===== config.mk =====
export PLATFORM = sky130hd
export DESIGN_NAME = game_controller
export DESIGN_NICKNAME = d
export VERILOG_FILES = /design/src/rtl/game_pkg.sv /design/src/rtl/obs_slot.sv /design/src/rtl/game_controller.sv
export SDC_FILE = /design/constraint.sdc
export NUM_CORES = 1
export LEC_CHECK = 0
export CORE_MARGIN = 3
export CORE_UTILIZATION = 48
export DETAILED_ROUTE_END_ITERATION = 7
export GPL_TIMING_DRIVEN = 0
export PLACE_DENSITY_LB_ADDON = 0.08
export SLEW_MARGIN = 10
export SYNTH_ARGS = -nofsm -noshare
export SYNTH_HDL_FRONTEND = slang
export SYNTH_SLANG_ARGS = --single-unit

===== constraint.sdc =====
create_clock -name clk -period 10.5 [get_ports clk]
set_input_delay 2.1 -clock clk [delete_from_list [all_inputs] [get_ports clk]]
set_output_delay 2.1 -clock clk [all_outputs]
set_load 0.02 [all_outputs]

===== src/rtl/game_pkg.sv =====
// Shared encodings and defaults for the dino-runner game controller.
package game_pkg;

  typedef enum logic [1:0] {
    IDLE = 2'd0,
    RUN  = 2'd1,
    OVER = 2'd2
  } game_state_t;

  // 16-bit Fibonacci LFSR, taps 16/14/13/11, shifting right with feedback into bit 15.
  localparam logic [15:0] LFSR_SEED = 16'hACE1;
  localparam logic [15:0] LFSR_TAPS = 16'h002D;

  localparam int DEF_SCREEN_W = 800;
  localparam int DEF_GROUND_Y = 400;
  localparam int DEF_OBS_W    = 20;
  localparam int DEF_OBS_H    = 40;

  function automatic logic [15:0] lfsr_step(input logic [15:0] s);
    return {^(s & LFSR_TAPS), s[15:1]};
  endfunction

endpackage


===== src/rtl/obs_slot.sv =====
// One scrolling obstacle slot: left edge, valid bit, and horizontal overlap with the dino box.
module obs_slot #(
  parameter int HOR_W = 11,
  parameter int OBS_W = 20
) (
  input  logic             clk,
  input  logic             rst,
  input  logic             clr,
  input  logic             move,
  input  logic             load,
  input  logic [HOR_W-1:0] load_x,
  input  logic [3:0]       speed,
  input  logic [HOR_W-1:0] dino_hor_from,
  input  logic [HOR_W-1:0] dino_hor_to,
  input  logic             ver_hit,
  output logic [HOR_W-1:0] x,
  output logic             active,
  output logic             hit
);

  logic [HOR_W:0] right_edge;

  always_ff @(posedge clk) begin
    if (rst) begin
      x      <= '0;
      active <= 1'b0;
    end else if (clr) begin
      active <= 1'b0;
    end else if (load) begin
      x      <= load_x;
      active <= 1'b1;
    end else if (move && active) begin
      // An obstacle that would cross the left border is retired; x keeps its last value.
      if (x <= HOR_W'(speed)) active <= 1'b0;
      else                    x      <= x - HOR_W'(speed);
    end
  end

  assign right_edge = {1'b0, x} + (HOR_W+1)'(OBS_W - 1);
  assign hit = active && ver_hit && (x <= dino_hor_to) && (right_edge >= {1'b0, dino_hor_from});

endmodule


===== src/rtl/game_controller.sv =====
// Dino-runner game state controller: FSM, obstacle slots, spawn scheduler, score and speed ramp.
// Optional GAME_CTRL_HISCORE_EN builds a best-score register; otherwise hiscore is tied to 0.
module game_controller
  import game_pkg::*;
#(
  parameter int N_OBS      = 3,
  parameter int HOR_W      = 11,
  parameter int VER_W      = 10,
  parameter int SCREEN_W   = DEF_SCREEN_W,
  parameter int OBS_W      = DEF_OBS_W,
  parameter int OBS_H      = DEF_OBS_H,
  parameter int GROUND_Y   = DEF_GROUND_Y,
  parameter int SPD_INIT   = 4,
  parameter int SPD_MAX    = 12,
  parameter int SCORE_STEP = 100,
  parameter int SCORE_W    = 16,
  parameter int MIN_GAP    = 200
) (
  input  logic                   clk,
  input  logic                   rst,
  input  logic                   frame_tick,
  input  logic                   jump,
  input  logic [HOR_W-1:0]       dino_hor_from,
  input  logic [HOR_W-1:0]       dino_hor_to,
  input  logic [VER_W-1:0]       dino_ver_from,
  input  logic [VER_W-1:0]       dino_ver_to,
  output logic [N_OBS*HOR_W-1:0] obs_x,
  output logic [N_OBS-1:0]       obs_active,
  output logic [VER_W-1:0]       obs_ver_from,
  output logic [VER_W-1:0]       obs_ver_to,
  output logic [1:0]             state,
  output logic                   break_game,
  output logic [SCORE_W-1:0]     score,
  output logic [SCORE_W-1:0]     hiscore,
  output logic [3:0]             speed
);

  localparam logic [VER_W-1:0] OBS_VER_FROM = VER_W'(GROUND_Y - OBS_H + 1);
  localparam logic [VER_W-1:0] OBS_VER_TO   = VER_W'(GROUND_Y);
  localparam int               GAP_W        = HOR_W + 1;

  game_state_t        cur_state, next_state;
  logic [15:0]        lfsr;
  logic [GAP_W-1:0]   gap, gap_next;
  logic [SCORE_W-1:0] score_q, score_inc;
  logic [3:0]         speed_q;
  logic               break_q;
  logic               run_tick, restart, enter_over;
  logic               ver_hit, hit_any, spawn, speed_bump;
  logic [N_OBS-1:0]   slot_active, slot_hit, free_vec, lowest_free, load_vec;
  logic [HOR_W-1:0]   slot_x [N_OBS];

  always_ff @(posedge clk) begin
    if (rst) cur_state <= IDLE;
    else     cur_state <= next_state;
  end

  // Collision outranks a same-cycle frame_tick: the frame is simply not processed.
  always_comb begin
    next_state = cur_state;
    run_tick   = 1'b0;
    restart    = 1'b0;
    enter_over = 1'b0;
    case (cur_state)
      IDLE: if (jump) next_state = RUN;
      RUN: begin
        if (hit_any) begin
          next_state = OVER;
          enter_over = 1'b1;
        end else if (frame_tick) begin
          run_tick = 1'b1;
        end
      end
      OVER: begin
        if (jump) begin
          next_state = RUN;
          restart    = 1'b1;
        end
      end
      default: next_state = IDLE;
    endcase
  end

  assign ver_hit = (OBS_VER_FROM <= dino_ver_to) && (OBS_VER_TO >= dino_ver_from);
  assign hit_any = |slot_hit;

  // Lowest free slot as a one-hot vector; freeness is judged before this frame's moves.
  assign free_vec    = ~slot_active;
  assign lowest_free = free_vec & (~free_vec + N_OBS'(1));
  assign spawn       = run_tick && (gap == '0) && (|free_vec);
  assign load_vec    = spawn ? lowest_free : '0;

  always_comb begin
    score_inc  = (&score_q) ? score_q : score_q + SCORE_W'(1);
    speed_bump = (score_inc != '0) && ((score_inc % SCORE_W'(SCORE_STEP)) == '0) &&
                 (speed_q < 4'(SPD_MAX));
    gap_next   = gap;
    if (restart) begin
      gap_next = GAP_W'(MIN_GAP);
    end else if (run_tick) begin
      if (gap == '0) begin
        if (|free_vec) gap_next = GAP_W'(MIN_GAP) + GAP_W'(lfsr[7:0]);
      end else if (gap <= GAP_W'(speed_q)) begin
        gap_next = '0;
      end else begin
        gap_next = gap - GAP_W'(speed_q);
      end
    end
  end

  always_ff @(posedge clk) begin
    if (rst) begin
      lfsr    <= LFSR_SEED;
      gap     <= GAP_W'(MIN_GAP);
      score_q <= '0;
      speed_q <= 4'(SPD_INIT);
      break_q <= 1'b0;
    end else begin
      lfsr    <= lfsr_step(lfsr);
      gap     <= gap_next;
      break_q <= (next_state == OVER);
      if (restart) begin
        score_q <= '0;
        speed_q <= 4'(SPD_INIT);
      end else if (run_tick) begin
        score_q <= score_inc;
        if (speed_bump) speed_q <= speed_q + 4'd1;
      end
    end
  end

  for (genvar i = 0; i < N_OBS; i++) begin : g_slot
    obs_slot #(
      .HOR_W (HOR_W),
      .OBS_W (OBS_W)
    ) u_slot (
      .clk           (clk),
      .rst           (rst),
      .clr           (restart),
      .move          (run_tick),
      .load          (load_vec[i]),
      .load_x        (HOR_W'(SCREEN_W)),
      .speed         (speed_q),
      .dino_hor_from (dino_hor_from),
      .dino_hor_to   (dino_hor_to),
      .ver_hit       (ver_hit),
      .x             (slot_x[i]),
      .active        (slot_active[i]),
      .hit           (slot_hit[i])
    );
    assign obs_x[i*HOR_W +: HOR_W] = slot_x[i];
  end

`ifdef GAME_CTRL_HISCORE_EN
  logic [SCORE_W-1:0] hiscore_q;
  always_ff @(posedge clk) begin
    if (rst)                                hiscore_q <= '0;
    else if (enter_over && score_q > hiscore_q) hiscore_q <= score_q;
  end
  assign hiscore = hiscore_q;
`else
  assign hiscore = '0;
`endif

  assign obs_active   = slot_active;
  assign obs_ver_from = OBS_VER_FROM;
  assign obs_ver_to   = OBS_VER_TO;
  assign state        = cur_state;
  assign break_game   = break_q;
  assign score        = score_q;
  assign speed        = speed_q;

endmodule

==> flow_metrics.py, run 1 <==
metrics = {
    "global_routing": {
        "met2_layer_usage_reported_by_global_route_pct": 37.0,
        "first_global_vias": 8506,
        "first_pass_grt_wire_length_um": 43000,
        "global_route.usage.total_pct": 24.0,
        "antenna_violations_before_repair": 0,
        "grt.busiest_layer": "met2",
        "grt_start_max_net_pins": 17,
        "grt_use_met3_pct": 4.14,
        "met1_usage_pct": 35.4,
        "overflow": 0,
    },
    "setup_path": {
        "critical-path-top-delay-family": "simple AND/OR/NAND/NOR gates",
        "worstSetupStartpointType": "register",
        "timing.critical_path.buf_inv": 5,
        "timing.critical_path.mode_cell": "sky130_fd_sc_hd__buf_2",
        "end_of_the_worst_register_to_register_path": "speed[1]",
        "timing.setup.critical_path_class": "reg -> reg",
        "crit_arrival_ps": 10130,
        "timing.critical_path.required_ps": 10790,
        "reg2reg_setup_slack_ps": 660,
        "worst_r2r_path_depth": 36,
        "cp_slowest_cell": "sky130_fd_sc_hd__or4_1",
        "cp_slowest_stage_delay_ps": 560,
        "crit_fanout": 8,
        "cp_endpoint_kind": "register",
        "worstReg2RegStart": "score[1]",
    },
    "final_layout": {
        "area_growth_pct": 19.9,
        "antennaDiodeCount": 0,
        "fin_nets": 1492,
        "drive_above_1_share_pct": 9.65,
    },
    "synthesis": {
        "yosysUniqueCellTypes": 100,
        "async_reset_ff_share_pct": 0,
        "post_synth_inst_count": 1201,
        "ys_ff_latch": 87,
        "synth-seq-area-share_pct": 18.6,
        "postSynth.topFlopCell": "sky130_fd_sc_hd__dfxtp_1",
        "ys_warn_count": 0,
        "syn_area_per_cell_um2": 7.80,
        "count_of_flip_flops_with_a_built_in_enable_after_synthesis": 0,
        "syn-cell-area_um2": 9370,
    },
    "floorplanning": {
        "die_x_um": 146,
        "start_util_pct": 49.4,
        "std_cell_rows": 50,
        "floorplan.die_area_um2": 21200,
        "die_height_um": 146,
        "placeableCoreArea_um2": 19000,
        "ioPinCount": 141,
    },
    "power": {
        "power.density_nw_per_um2": 70.4,
        "total_power_uw": 790,
        "irDropWorstVdd_mv": 0.112,
        "leakagePower_uw": 0.00458,
    },
    "sta": {
        "period_needed_ps": 9840,
        "transition_time_at_the_pin_with_the_least_slew_margin_ps": 994,
        "skew_ps": 10.8,
        "timing.final.setup_violations": 0,
        "timing.fmax_ghz": 0.102,
        "final_hold_viol_count": 0,
        "rsz_0062_raised_after_global_routing": "no",
        "timing.final.ws_setup_ps": 656,
        "totalNegativeSetupSlack_ps": 0,
        "finalMaxSlewViolations": 0,
        "final.hold.worst_slack_ps": 419,
        "final.period_utilization_pct": 93.8,
        "slew_headroom_pct": 33.3,
    },
    "status": {
        "status": "complete, no violations",
    },
    "routing": {
        "number_of_routed_nets_with_antenna_violations": 0,
        "drt_first_pass_iters": 5,
        "routed-via-count": 9300,
        "routed_via_density": 5.75,
        "post_drt_wl_per_cell_um": 16.3,
        "drt_wl_total_um": 26400,
        "remaining_drc_errors": 0,
        "drt_iter0_markers": 710,
    },
    "clock_tree": {
        "clk_path_buf_depth": 2,
        "clock_tree.htree_level_count": 3,
        "clk_sink_count": 87,
        "tritoncts": "yes",
        "cts.root.buffer_cell": "sky130_fd_sc_hd__clkbuf_16",
        "tritoncts.num_buffers": 9,
        "insertion_delay_ps": 360,
        "clk_pin_slew_ps": 70,
    },
    "placement": {
        "port_buffers": 104,
        "hpwlAfterDp_um": 21100,
        "preCtsSetupSlack_ps": 514,
        "gp_congestion": 0.923,
    },
    "min_path": {
        "timing.hold.worst_endpoint": "lfsr[7]",
        "min_path_type": "reg -> reg",
        "hold_depth": 1,
        "hold_path.startpoint": "lfsr[8]",
    },
    "job": {
        "maxCapViolCount": 0,
    },
}
area by class of cell:
class,count,area [µm²]
Timing Repair Buffer,106,1060
Tap cell,260,325
Multi-Input combinational cell,1012,7100
Fill cell,1810,7730
Clock inverter,6,72.6
Buffer,89,513
Sequential cell,87,1740
Inverter,47,176
Clock buffer,10,239
cell usage in the layout (no fill, tap or decap), drive strengths merged, types with 51 or more instances in the layout:
cell type        n
o21ai           71
nand3           51
nand2           67
xnor2           63
ha              90
buf             60
clkdlybuf4s50  104
a21oi           75
dfxtp           87
nor2           102
logic make-up (layout without fill, tap and decap cells):
| group | Yosys count | after routing | share of synthesized area (%) |
|---|---|---|---|
| and+or+nand+nor | 463 | 463 | 26.7 |
| buffers and inverters | 136 | 258 | 7.35 |
| other | 2 | 36 | 0.0802 |
| muxes | 17 | 17 | 1.86 |
| xor gates and xnor gates | 96 | 96 | 9.12 |
| AOI/OAI and AO/OA | 304 | 304 | 23.2 |
| DFF | 87 | 87 | 18.6 |
| adders and majority gates | 96 | 96 | 13.1 |
power by group:
part	internal (µW)	switching (µW)
registers	336	4.91
clock network	194	147
logic	50.4	57.0
total	581	209
metrics by stage:
| stage | std cells | utilization, % | area [µm²] |
|---|---|---|---|
| 2_1_floorplan | 1235 | - | 9490 |
| 3_3_place_gp | 1599 | 57.3 | 10900 |
| 6_report | 1617 | 59.2 | 11200 |
| 5_1_grt | 1617 | 59.2 | 11200 |
| 3_5_place_dp | 1599 | 57.3 | 10900 |
| 4_1_cts | 1615 | 58.9 | 11200 |
cells in the mapped netlist (6+ instances only):
master / number / share of area (%)
sky130_fd_sc_hd__nor2_1: 102 / 4.1
sky130_fd_sc_hd__ha_1: 90 / 12
sky130_fd_sc_hd__dfxtp_1: 87 / 19
sky130_fd_sc_hd__a21oi_1: 73 / 3.9
sky130_fd_sc_hd__nand2_1: 65 / 2.6
sky130_fd_sc_hd__xnor2_1: 63 / 5.9
sky130_fd_sc_hd__o21ai_0: 60 / 3.2
sky130_fd_sc_hd__nand3_1: 50 / 2.7
sky130_fd_sc_hd__inv_1: 45 / 1.8
sky130_fd_sc_hd__nor2b_1: 45 / 3.0
sky130_fd_sc_hd__buf_4: 40 / 3.2
sky130_fd_sc_hd__nor3_1: 32 / 1.7
sky130_fd_sc_hd__xor2_1: 32 / 3.0
sky130_fd_sc_hd__clkbuf_1: 31 / 1.2
sky130_fd_sc_hd__nand2b_1: 31 / 2.1
sky130_fd_sc_hd__nand4_1: 26 / 1.7
sky130_fd_sc_hd__nor4_1: 21 / 1.4
sky130_fd_sc_hd__or3_1: 20 / 1.3
sky130_fd_sc_hd__and3_1: 19 / 1.3
sky130_fd_sc_hd__buf_2: 16 / 0.86
sky130_fd_sc_hd__mux2i_1: 14 / 1.5
sky130_fd_sc_hd__a22oi_1: 13 / 1.0
sky130_fd_sc_hd__a31oi_1: 13 / 0.87
sky130_fd_sc_hd__a211oi_1: 12 / 0.96
sky130_fd_sc_hd__o21a_1: 11 / 0.88
sky130_fd_sc_hd__o21ai_1: 10 / 0.53
sky130_fd_sc_hd__or2_2: 10 / 0.67
sky130_fd_sc_hd__a21o_1: 9 / 0.72
sky130_fd_sc_hd__o211ai_1: 9 / 0.72
sky130_fd_sc_hd__or4_1: 8 / 0.64
sky130_fd_sc_hd__and2_1: 6 / 0.40
sky130_fd_sc_hd__o31a_1: 6 / 0.56
sequential cells by signal, summed over array words and instances, names as in the netlist:
| name | count |
|---|---|
| state | 2 |
| g_slot.u_slot.x | 33 |
| break_game | 1 |
| lfsr | 16 |
| speed | 4 |
| score | 16 |
| gap | 12 |
| g_slot.u_slot.active | 3 |
routing by layer:
layer / part of all wire [%] / up-vias / wire [µm]
li1: - / 4660 / -
met1: 51 / 4356 / 13300
met2: 43 / 264 / 11400
met3: 5.2 / 20 / 1370
met4: 1.0 / 0 / 271
met5: 0 / - / 0
repair_timing:
action	4_1_cts	5_1_grt
buffers inserted	0	2
hold buffers	0	0
resized for setup	0	9
endpoints found under the setup margin	0	4
worst max path at each step:
stage,cells after the start,startpoint,slack [ps],to
floorplan,35,score[1],1820,speed[0]
global placement,33,score[1],560,speed[1]
detailed placement,35,score[1],510,speed[1]
CTS,35,score[1],490,speed[1]
global route,36,score[1],1,speed[1]
finish,36,score[1],660,speed[1]
Note: power is estimated with default switching activity, not from simulation.
==> run 2: changes to the inputs <==
- SKIP_CTS_REPAIR_TIMING: unset -> 1
==> results of run 2 <==
No change in the layout: final DEF, timing and power equal those of run 1.
